File: src/rtl/uart_pkg.sv
// Shared packet constants, decoder FSM states and the check-byte helper.
// Build with UART_CHECKSUM_EN defined to add the trailing XOR check byte.
package uart_pkg;

   localparam logic [7:0] HDR_BYTE = 8'hA5;

`ifdef UART_CHECKSUM_EN
   localparam int PKT_DATA_BYTES = 5;
`else
   localparam int PKT_DATA_BYTES = 4;
`endif

   typedef enum logic [2:0] {
      ST_IDLE,
      ST_B1,
      ST_B2,
      ST_B3,
      ST_B4
`ifdef UART_CHECKSUM_EN
      , ST_CHK
`endif
   } state_t;

   function automatic logic [7:0] chk_byte(input logic [7:0] b1, input logic [7:0] b2,
                                           input logic [7:0] b3, input logic [7:0] b4);
      return b1 ^ b2 ^ b3 ^ b4;
   endfunction

endpackage

File: src/rtl/uart_char_decoder_if.sv
// Byte stream in, committed remote-character position and status strobes out.
// No backpressure: the decoder takes every rx_valid strobe.
interface uart_char_decoder_if;
   logic [7:0]  rx_data;
   logic        rx_valid;
   logic        vsync;
   logic [11:0] x_value;
   logic [11:0] y_value;
   logic [1:0]  level_remote;
   logic        pkt_ok;
   logic        pkt_err;
   logic        link_alive;

   modport master (
      output rx_data, rx_valid, vsync,
      input  x_value, y_value, level_remote, pkt_ok, pkt_err, link_alive
   );

   modport slave (
      input  rx_data, rx_valid, vsync,
      output x_value, y_value, level_remote, pkt_ok, pkt_err, link_alive
   );
endinterface

File: src/rtl/uart_timeout.sv
// Inter-byte watchdog: counts enabled cycles since the last restart; expired flags the
// CYCLES-th quiet cycle combinationally, and a restart in that same cycle suppresses it.
module uart_timeout #(
   parameter int CYCLES = 65000
) (
   input  logic clk,
   input  logic rst,
   input  logic i_restart,
   input  logic i_enable,
   output logic o_expired
);

   localparam int CNT_W = (CYCLES > 2) ? $clog2(CYCLES) : 1;
   localparam logic [CNT_W-1:0] LAST = CNT_W'(CYCLES - 1);

   logic [CNT_W-1:0] r_count;

   assign o_expired = i_enable && !i_restart && (r_count == LAST);

   always_ff @(posedge clk) begin
      if (rst || i_restart || !i_enable) begin
         r_count <= '0;
      end else if (r_count != LAST) begin
         r_count <= r_count + 1'b1;
      end
   end

endmodule

File: src/rtl/uart_char_decoder.sv
// Decodes A5-framed position packets into shadow regs, committed the cycle after a vsync rise;
// pkt_ok/pkt_err strobe one cycle after the deciding byte. No backpressure. Option: UART_CHECKSUM_EN.
module uart_char_decoder
   import uart_pkg::*;
#(
   parameter int TIMEOUT_CYCLES = 65000,
   parameter int LINK_FRAMES    = 60
) (
   input  logic              clk,
   input  logic              rst,
   uart_char_decoder_if.slave bus
);

   localparam int FR_W = $clog2(LINK_FRAMES + 1);

   state_t          r_state;
   state_t          w_next_state;
   logic [7:0]      r_stage [PKT_DATA_BYTES-1];
   logic [11:0]     r_sh_x, r_sh_y, r_x, r_y;
   logic [1:0]      r_sh_lvl, r_lvl;
   logic            r_pending, r_pkt_ok, r_pkt_err, r_link_alive, r_vsync_d;
   logic [FR_W-1:0] r_frames;

   logic            w_done, w_chk_bad, w_expired, w_busy, w_vs_rise;
   logic [11:0]     w_new_x, w_new_y;
   logic [1:0]      w_new_lvl;

   assign w_busy    = (r_state != ST_IDLE);
   assign w_vs_rise = bus.vsync && !r_vsync_d;

   uart_timeout #(.CYCLES(TIMEOUT_CYCLES)) u_timeout (
      .clk       (clk),
      .rst       (rst),
      .i_restart (bus.rx_valid),
      .i_enable  (w_busy),
      .o_expired (w_expired)
   );

   assign w_new_x = {r_stage[0][7:4], r_stage[1]};
   assign w_new_y = {r_stage[0][3:0], r_stage[2]};
`ifdef UART_CHECKSUM_EN
   assign w_new_lvl = r_stage[3][1:0];
`else
   assign w_new_lvl = bus.rx_data[1:0];
`endif

   always_comb begin
      w_next_state = r_state;
      w_done       = 1'b0;
      w_chk_bad    = 1'b0;
      if (w_expired) begin
         w_next_state = ST_IDLE;
      end else if (bus.rx_valid) begin
         case (r_state)
            ST_IDLE: if (bus.rx_data == HDR_BYTE) w_next_state = ST_B1;
            ST_B1:   w_next_state = ST_B2;
            ST_B2:   w_next_state = ST_B3;
            ST_B3:   w_next_state = ST_B4;
`ifdef UART_CHECKSUM_EN
            ST_B4:   w_next_state = ST_CHK;
            ST_CHK: begin
               w_next_state = ST_IDLE;
               if (bus.rx_data == chk_byte(r_stage[0], r_stage[1], r_stage[2], r_stage[3]))
                  w_done = 1'b1;
               else
                  w_chk_bad = 1'b1;
            end
`else
            ST_B4: begin
               w_next_state = ST_IDLE;
               w_done       = 1'b1;
            end
`endif
            default: w_next_state = ST_IDLE;
         endcase
      end
   end

   // Staging keeps a half-received packet away from the shadow of a still-pending one.
   always_ff @(posedge clk) begin
      if (rst) begin
         for (int i = 0; i < PKT_DATA_BYTES - 1; i++) r_stage[i] <= '0;
      end else if (bus.rx_valid) begin
         case (r_state)
            ST_B1: r_stage[0] <= bus.rx_data;
            ST_B2: r_stage[1] <= bus.rx_data;
            ST_B3: r_stage[2] <= bus.rx_data;
`ifdef UART_CHECKSUM_EN
            ST_B4: r_stage[3] <= bus.rx_data;
`endif
            default: ;
         endcase
      end
   end

   always_ff @(posedge clk) begin
      if (rst) begin
         r_state      <= ST_IDLE;
         r_vsync_d    <= 1'b0;
         r_sh_x       <= '0;
         r_sh_y       <= '0;
         r_sh_lvl     <= '0;
         r_pending    <= 1'b0;
         r_x          <= '0;
         r_y          <= '0;
         r_lvl        <= '0;
         r_pkt_ok     <= 1'b0;
         r_pkt_err    <= 1'b0;
         r_link_alive <= 1'b0;
         r_frames     <= '0;
      end else begin
         r_state   <= w_next_state;
         r_vsync_d <= bus.vsync;
         r_pkt_ok  <= w_done;
         r_pkt_err <= w_expired || w_chk_bad;

         // A packet finishing on the vsync edge lands in shadow after the old one commits.
         if (w_vs_rise && r_pending) begin
            r_x   <= r_sh_x;
            r_y   <= r_sh_y;
            r_lvl <= r_sh_lvl;
         end
         if (w_done) begin
            r_sh_x    <= w_new_x;
            r_sh_y    <= w_new_y;
            r_sh_lvl  <= w_new_lvl;
            r_pending <= 1'b1;
         end else if (w_vs_rise) begin
            r_pending <= 1'b0;
         end

         if (w_done) begin
            r_frames     <= '0;
            r_link_alive <= 1'b1;
         end else if (w_vs_rise && (r_frames != FR_W'(LINK_FRAMES))) begin
            r_frames <= r_frames + 1'b1;
            if (r_frames == FR_W'(LINK_FRAMES - 1)) r_link_alive <= 1'b0;
         end
      end
   end

   assign bus.x_value      = r_x;
   assign bus.y_value      = r_y;
   assign bus.level_remote = r_lvl;
   assign bus.pkt_ok       = r_pkt_ok;
   assign bus.pkt_err      = r_pkt_err;
   assign bus.link_alive   = r_link_alive;

endmodule

File: src/flat_wrapper.sv
// flat-port wrapper written by rule: the top's interface ports become plain ports
module uart_char_decoder_flat import uart_pkg::*;
#(
   parameter int TIMEOUT_CYCLES = 65000,
   parameter int LINK_FRAMES    = 60
)
  (clk, rst, bus_rx_data, bus_rx_valid, bus_vsync, bus_x_value, bus_y_value, bus_level_remote, bus_pkt_ok, bus_pkt_err, bus_link_alive);
  uart_char_decoder_if bus_i ();
  input  logic clk;
  input  logic rst;
  input wire logic [$bits(bus_i.rx_data)-1:0] bus_rx_data;
  input wire logic [$bits(bus_i.rx_valid)-1:0] bus_rx_valid;
  input wire logic [$bits(bus_i.vsync)-1:0] bus_vsync;
  output wire logic [$bits(bus_i.x_value)-1:0] bus_x_value;
  output wire logic [$bits(bus_i.y_value)-1:0] bus_y_value;
  output wire logic [$bits(bus_i.level_remote)-1:0] bus_level_remote;
  output wire logic [$bits(bus_i.pkt_ok)-1:0] bus_pkt_ok;
  output wire logic [$bits(bus_i.pkt_err)-1:0] bus_pkt_err;
  output wire logic [$bits(bus_i.link_alive)-1:0] bus_link_alive;
  assign bus_i.rx_data = bus_rx_data;
  assign bus_i.rx_valid = bus_rx_valid;
  assign bus_i.vsync = bus_vsync;
  assign bus_x_value = bus_i.x_value;
  assign bus_y_value = bus_i.y_value;
  assign bus_level_remote = bus_i.level_remote;
  assign bus_pkt_ok = bus_i.pkt_ok;
  assign bus_pkt_err = bus_i.pkt_err;
  assign bus_link_alive = bus_i.link_alive;
  uart_char_decoder #(.TIMEOUT_CYCLES(TIMEOUT_CYCLES), .LINK_FRAMES(LINK_FRAMES)) u_core (.clk(clk), .rst(rst), .bus(bus_i));
endmodule
File: config.mk
export PLATFORM = sky130hd
export DESIGN_NAME = uart_char_decoder_flat
export DESIGN_NICKNAME = d
export VERILOG_FILES = /design/src/rtl/uart_pkg.sv /design/src/rtl/uart_char_decoder_if.sv /design/src/rtl/uart_timeout.sv /design/src/rtl/uart_char_decoder.sv /design/src/flat_wrapper.sv
export SDC_FILE = /design/constraint.sdc
export NUM_CORES = 1
export LEC_CHECK = 0
export ABC_CLOCK_PERIOD_IN_PS = 1600
export CORE_MARGIN = 8
export CORE_UTILIZATION = 50
export DETAILED_ROUTE_END_ITERATION = 12
export GPL_TIMING_DRIVEN = 0
export PLACE_DENSITY = 0.72
export SYNTH_ARGS = -nofsm -noshare
export SYNTH_HDL_FRONTEND = slang
export SYNTH_SLANG_ARGS = --single-unit
File: constraint.sdc
create_clock -name clk -period 1.6 [get_ports clk]
set_input_delay 0.24 -clock clk [delete_from_list [all_inputs] [get_ports clk]]
set_output_delay 0.24 -clock clk [all_outputs]
set_load 0.005 [all_outputs]
==> run summary, run 1 <==
Initial Utilization: 51.5%
antenna-violating nets left: 0
count leader, synth: nand2_1
Worst Hold Class: reg2reg
post-route DRC violation count: 0
critical path class: reg2reg
critical path required time: 1840 ps
Yosys top cell by area: dfxtp_1
Die X: 105 um
GRT Resource Usage Total: 14.7%
status: finished, final reports clean
core area: 7690 um^2
vias in the first global route: 2,833
Syn Area/Cell: 9.41 um^2
EDFF count, synth: 24
largest net degree at the start of global routing: 20
Peak VDD IR: 0.000474 V
biggest fanout along the worst timing path: 8
die height: 105 um
antenna violations before repair: 0
power per cell area: 945 nW/um^2
htree depth: 3
RSZ-0062 raised after global routing: yes
area delta synth->final: 21.2%
synth cell count leaders: nand2_1 (115), dfxtp_1 (82), a21oi_1 (61)
f_max: 0.639 GHz
Seq cells post-synth: 106
Port Buffers: 40
sequential share of the synthesized area: 59.7%
CP startpoint kind: flip-flop
Yosys top cell area share: 41.5%
die area: 11,000 um^2
final setup fails: 0
layout cell share with drive strength beyond 1: 11.3%
clock latency on the worst-skew pair: 360 ps
Slew Limit Fails: 0
Clock Skew: 9.00 ps
placer congestion estimate: 0.838
final setup TNS: 0 ps
antenna cells: 0
dominant synthesized flop cell: dfxtp_1
Max clock buf depth: 2
synth warn: 0
global-route wire length before repair: 13.4 mm
Async SR Flop Fraction: 0%
drt first pass iters: 4
final core occ: 62.4%
Fin. Hold Viols: 0
fill cell count: 689
CTS Buf Count: 9
Unique masters post-synth: 40
main area contributors after synthesis: dfxtp_1 (41%), edfxtp_1 (18%), nand2_1 (11%), a21oi_1 (7.7%), nor2_1 (2.0%)
Worst-path clk slew: 110 ps
final worst path period share: 97.8%
Max-Cap Viols: 0
static leakage: 0.00161 uW
Post-DP HPWL: 5.76 mm
worst slew pin tran: 465 ps
Detailed Route WL: 7.89 mm
Avg Vias per Cell: 5.08
initial drt markers: 139
area of the multi-input gates: 1520 um^2
total global routing overflow: 0
vias: 2,959
Mapped Area: 3960 um^2
CP endpoint kind: flip-flop
min Tclk post-route: 1570 ps
CTS tree: yes
total chip power: 4530 uW
IO Pins: 41
Synth Net Count: 436
Worst slew margin: 69.0%
Clock Tree Root: clkbuf_8
Post-Syn Instances: 421
NumNets Final: 490
num rows: 32
Avg WL per Cell: 13.6 um
clk sinks: 106
Worst Path Arrival: 1800 ps
Seq. cell area: 2370 um^2
repair_timing:
| item | CTS | global route |
|---|---|---|
| gates resized for setup | 9 | 23 |
| hold buffers | 0 | 0 |
| endpoints found under the setup margin | 34 | 91 |
| buffers inserted | 3 | 3 |
| gates cloned | 0 | 0 |
| pin swaps | 2 | 1 |
cell type report:
type                       instances  share of cell area [%]
buffer                            22                    2.50
clock buffer                      10                    3.10
clock inverter                     6                    1.17
inverter                           5                   0.391
multi-input combinational        287                    31.7
sequential                       106                    49.5
tap                              102                    2.66
timing repair buffer              44                    8.97
flip-flops by register name (all words and copies together), names as in the netlist:
name / flops
u_core.bus.pkt_ok: 1
u_core.bus.link_alive: 1
u_core.bus.pkt_err: 1
u_core.r_sh_lvl: 2
u_core.u_timeout.r_count: 16
u_core.bus.x_value: 12
u_core.r_frames: 6
u_core.r_state: 3
u_core.r_pending: 1
u_core.bus.y_value: 12
u_core.r_sh_x: 12
u_core.r_vsync_d: 1
u_core.r_sh_y: 12
u_core.bus.level_remote: 2
u_core.r_stage: 24
worst paths after layout:
kind,start,endpoint,slack [ps],depth (start not counted)
worst max-delay path,u_core.u_timeout.r_count[0],u_core.r_state[1],30,6
worst min-delay path,u_core.r_sh_y[1],u_core.bus.y_value[1],450,2
worst max register to register,u_core.u_timeout.r_count[0],u_core.r_state[1],30,6
worst min register to register,u_core.r_sh_y[1],u_core.bus.y_value[1],450,2
kinds of logic (layout without fill, tap and decap cells):
logic type      Yosys count  in the layout  share of synthesized area, %
mux                       2              2                         0.506
flops                   106            106                          59.7
xor+xnor                 13             13                          2.88
buf+inv                  28             87                          3.22
compound gates           76             76                          10.3
simple gates            193            193                          22.5
fa+ha+maj                 3              3                         0.948
metrics by stage:
stage	cells	hold WS (ps)	setup slack, ps	cell area (um^2)
floorplan	421	368	35.3	3960
global placement	563	443	-894	4490
detailed placement	563	443	-875	4490
CTS	580	451	-20.6	4740
global route	582	469	-64.8	4800
finish	582	451	34.8	4800
routing by layer:
metal | track usage, % | vias up | wire [um]
li1 | - | 1531 | -
met1 | 18.9 | 1363 | 3740
met2 | 23.3 | 56 | 3650
met3 | 3.38 | 9 | 404
met4 | 6.42 | 0 | 97
met5 | 0 | - | 0
power by group:
group	internal [uW]	leakage (uW)	switching (uW)	total, uW
sequential	2750	0.000912	11.2	2770
combinational	58.4	0.000594	77.9	136
clock	694	0.000102	937	1630
total	3510	0.00161	1030	4530
cells in the final DEF (no fill, tap or decap), types with 5 or more instances in the layout:
cell	instances
buf_2	8
edfxtp_1	24
clkdlybuf4s50_1	40
clkbuf_1	7
clkbuf_8	9
dfxtp_1	76
nand2_1	114
nor2_1	21
inv_1	5
o21ai_0	5
a21oi_1	61
and2_1	11
xor2_1	9
or3_1	6
nand3_1	9
critical path, stage by stage, from the launching register on:
cell	delay, ps
dfxtp_2	340
ha_1	150
buf_6	120
nand4b_1	160
nor4_4	370
or2_2	210
a311oi_2	90
No activity file was read; power rests on OpenSTA's default activity.
==> inputs of run 2 (changes only) <==
CORE_ASPECT_RATIO = 0.5   (was default)
==> run summary, run 2 (synthesis results as in run 1) <==
Worst slew margin: 69.7%
final setup fails: 0
static leakage: 0.00166 uW
CTS tree: yes
crit-path cells: clkdlybuf4s50_1 > clkbuf_4 > clkbuf_4 > o21bai_4
Clock Tree Root: clkbuf_16
Most Frequent Cell on Critical Path: clkbuf_4
Avg Vias per Cell: 4.99
die height: 78.9 um
biggest fanout along the worst timing path: 10
vias: 2,945
critical path required time: 1620 ps
Port Buffers: 40
Hold Buf Count CTS: 0
status: finished, final reports clean
clk sinks: 106
Seq. cell area: 2370 um^2
Worst-path clk slew: 70 ps
placer congestion estimate: 0.786
most common cell after layout, fill and taps aside: nand2_1
area of the multi-input gates: 1550 um^2
final core occ: 63.1%
NumNets Final: 488
worst slew pin tran: 455 ps
Die X: 142 um
initial drt markers: 195
layout cell share with drive strength beyond 1: 11.3%
Clock Skew: 4.44 ps
die area: 11,200 um^2
f_max: 0.636 GHz
antenna cells: 0
vias in the first global route: 2,703
CTS Buf Count: 9
antenna violations before repair: 0
IO Pins: 41
Fin. Hold Viols: 0
top flop regs: u_core.r_stage (24), u_core.u_timeout.r_count (16)
CP endpoint kind: flip-flop
Initial Utilization: 50.6%
fill cell count: 662
Avg WL per Cell: 14.1 um
most frequent cells in the layout: nand2_1 (115), dfxtp_1 (78), a21oi_1 (61)
htree depth: 3
most flop-heavy register: u_core.r_stage
area delta synth->final: 24.7%
largest net degree at the start of global routing: 18
post-route DRC violation count: 0
Worst Hold Class: reg2reg
num rows: 23
RSZ-0062 raised after global routing: yes
total global routing overflow: 0
min Tclk post-route: 1570 ps
Peak VDD IR: 0.000565 V
clock latency on the worst-skew pair: 350 ps
max reg flops: 24
CP startpoint kind: input pin
final worst path period share: 98.3%
Area after DPL: 4500 um^2
Slowest cell on crit path: clkdlybuf4s50_1
critical path class: in2reg
crit-path max cell delay: 620 ps
antenna-violating nets left: 0
core area: 7830 um^2
Post-DP HPWL: 5.79 mm
Worst Path Arrival: 1600 ps
WP buf/inv: 3
Max-Cap Viols: 0
GRT Resource Usage Total: 15.2%
power per cell area: 1060 nW/um^2
Final Cell Area: 4940 um^2
Max clock buf depth: 2
Slew Limit Fails: 0
global-route wire length before repair: 13.3 mm
drt first pass iters: 4
Detailed Route WL: 8.33 mm
largest delay contributor family on the critical path: buffers and inverters
-- run 2: path summary, 6_finish.rpt --
check	from	endpoint	slack (ps)	cells past startpoint
max	rst	u_core.r_stage[0][5]	30	4
min	u_core.bus.x_value[4]	u_core.bus.x_value[4]	450	2
max reg2reg	u_core.u_timeout.r_count[0]	u_core.u_timeout.r_count[1]	40	7
min reg2reg	u_core.bus.x_value[4]	u_core.bus.x_value[4]	450	2
-- run 2: final cells by class --
type / count / share of cell area [%]
clock buffer: 9 / 4.56
clock inverter: 7 / 1.90
inverter: 5 / 0.380
tap: 112 / 2.84
sequential: 106 / 48.0
buffer: 22 / 2.58
timing repair buffer: 42 / 8.49
multi-input combinational: 287 / 31.3
-- run 2: report_power, final --
part / switching (uW) / internal [uW] / total [uW]
Combinational: 77.9 / 54.4 / 132
Clock: 968 / 1370 / 2330
Sequential: 14.6 / 2760 / 2770
-- run 2: worst reg2reg max path, delay by kind of cell (launching register included) --
| kind | cells | cell delay, ps |
|---|---|---|
| simple gates | 3 | 500 |
| fa+ha+maj | 1 | 160 |
| mux | 1 | 180 |
| flops | 1 | 340 |
| buf+inv | 2 | 280 |
-- run 2: per-layer routing --
| metal | routed length [um] | track usage (%) | vias up |
|---|---|---|---|
| li1 | - | - | 1525 |
| met1 | 4120 | 20.3 | 1353 |
| met2 | 3600 | 22.5 | 53 |
| met3 | 485 | 5.20 | 14 |
| met4 | 114 | 5.63 | 0 |
| met5 | 0 | 0 | - |
-- run 2: timing repair --
| item | 4_1_cts | 5_1_grt |
|---|---|---|
| setup buffers | 1 | 2 |
| hold endpoints to repair | 0 | 0 |
| endpoints found under the setup margin | 39 | 106 |
| pin swaps | 2 | 2 |
| resized for setup | 8 | 31 |
-- run 2: per-stage QoR --
stage / hold slack (ps) / TNS (ps) / setup WS [ps] / total power [uW] / cells
4_1_cts: 456 / -13.0 / -13.0 / 5280 / 588
3_3_place_gp: 438 / -41150 / -926 / 2950 / 573
2_1_floorplan: 368 / 0 / 35.3 / 2890 / 421
6_report: 454 / 0 / 27.5 / 5240 / 590
5_1_grt: 466 / -177 / -36.1 / 5390 / 590
3_5_place_dp: 445 / -42830 / -917 / 2950 / 573
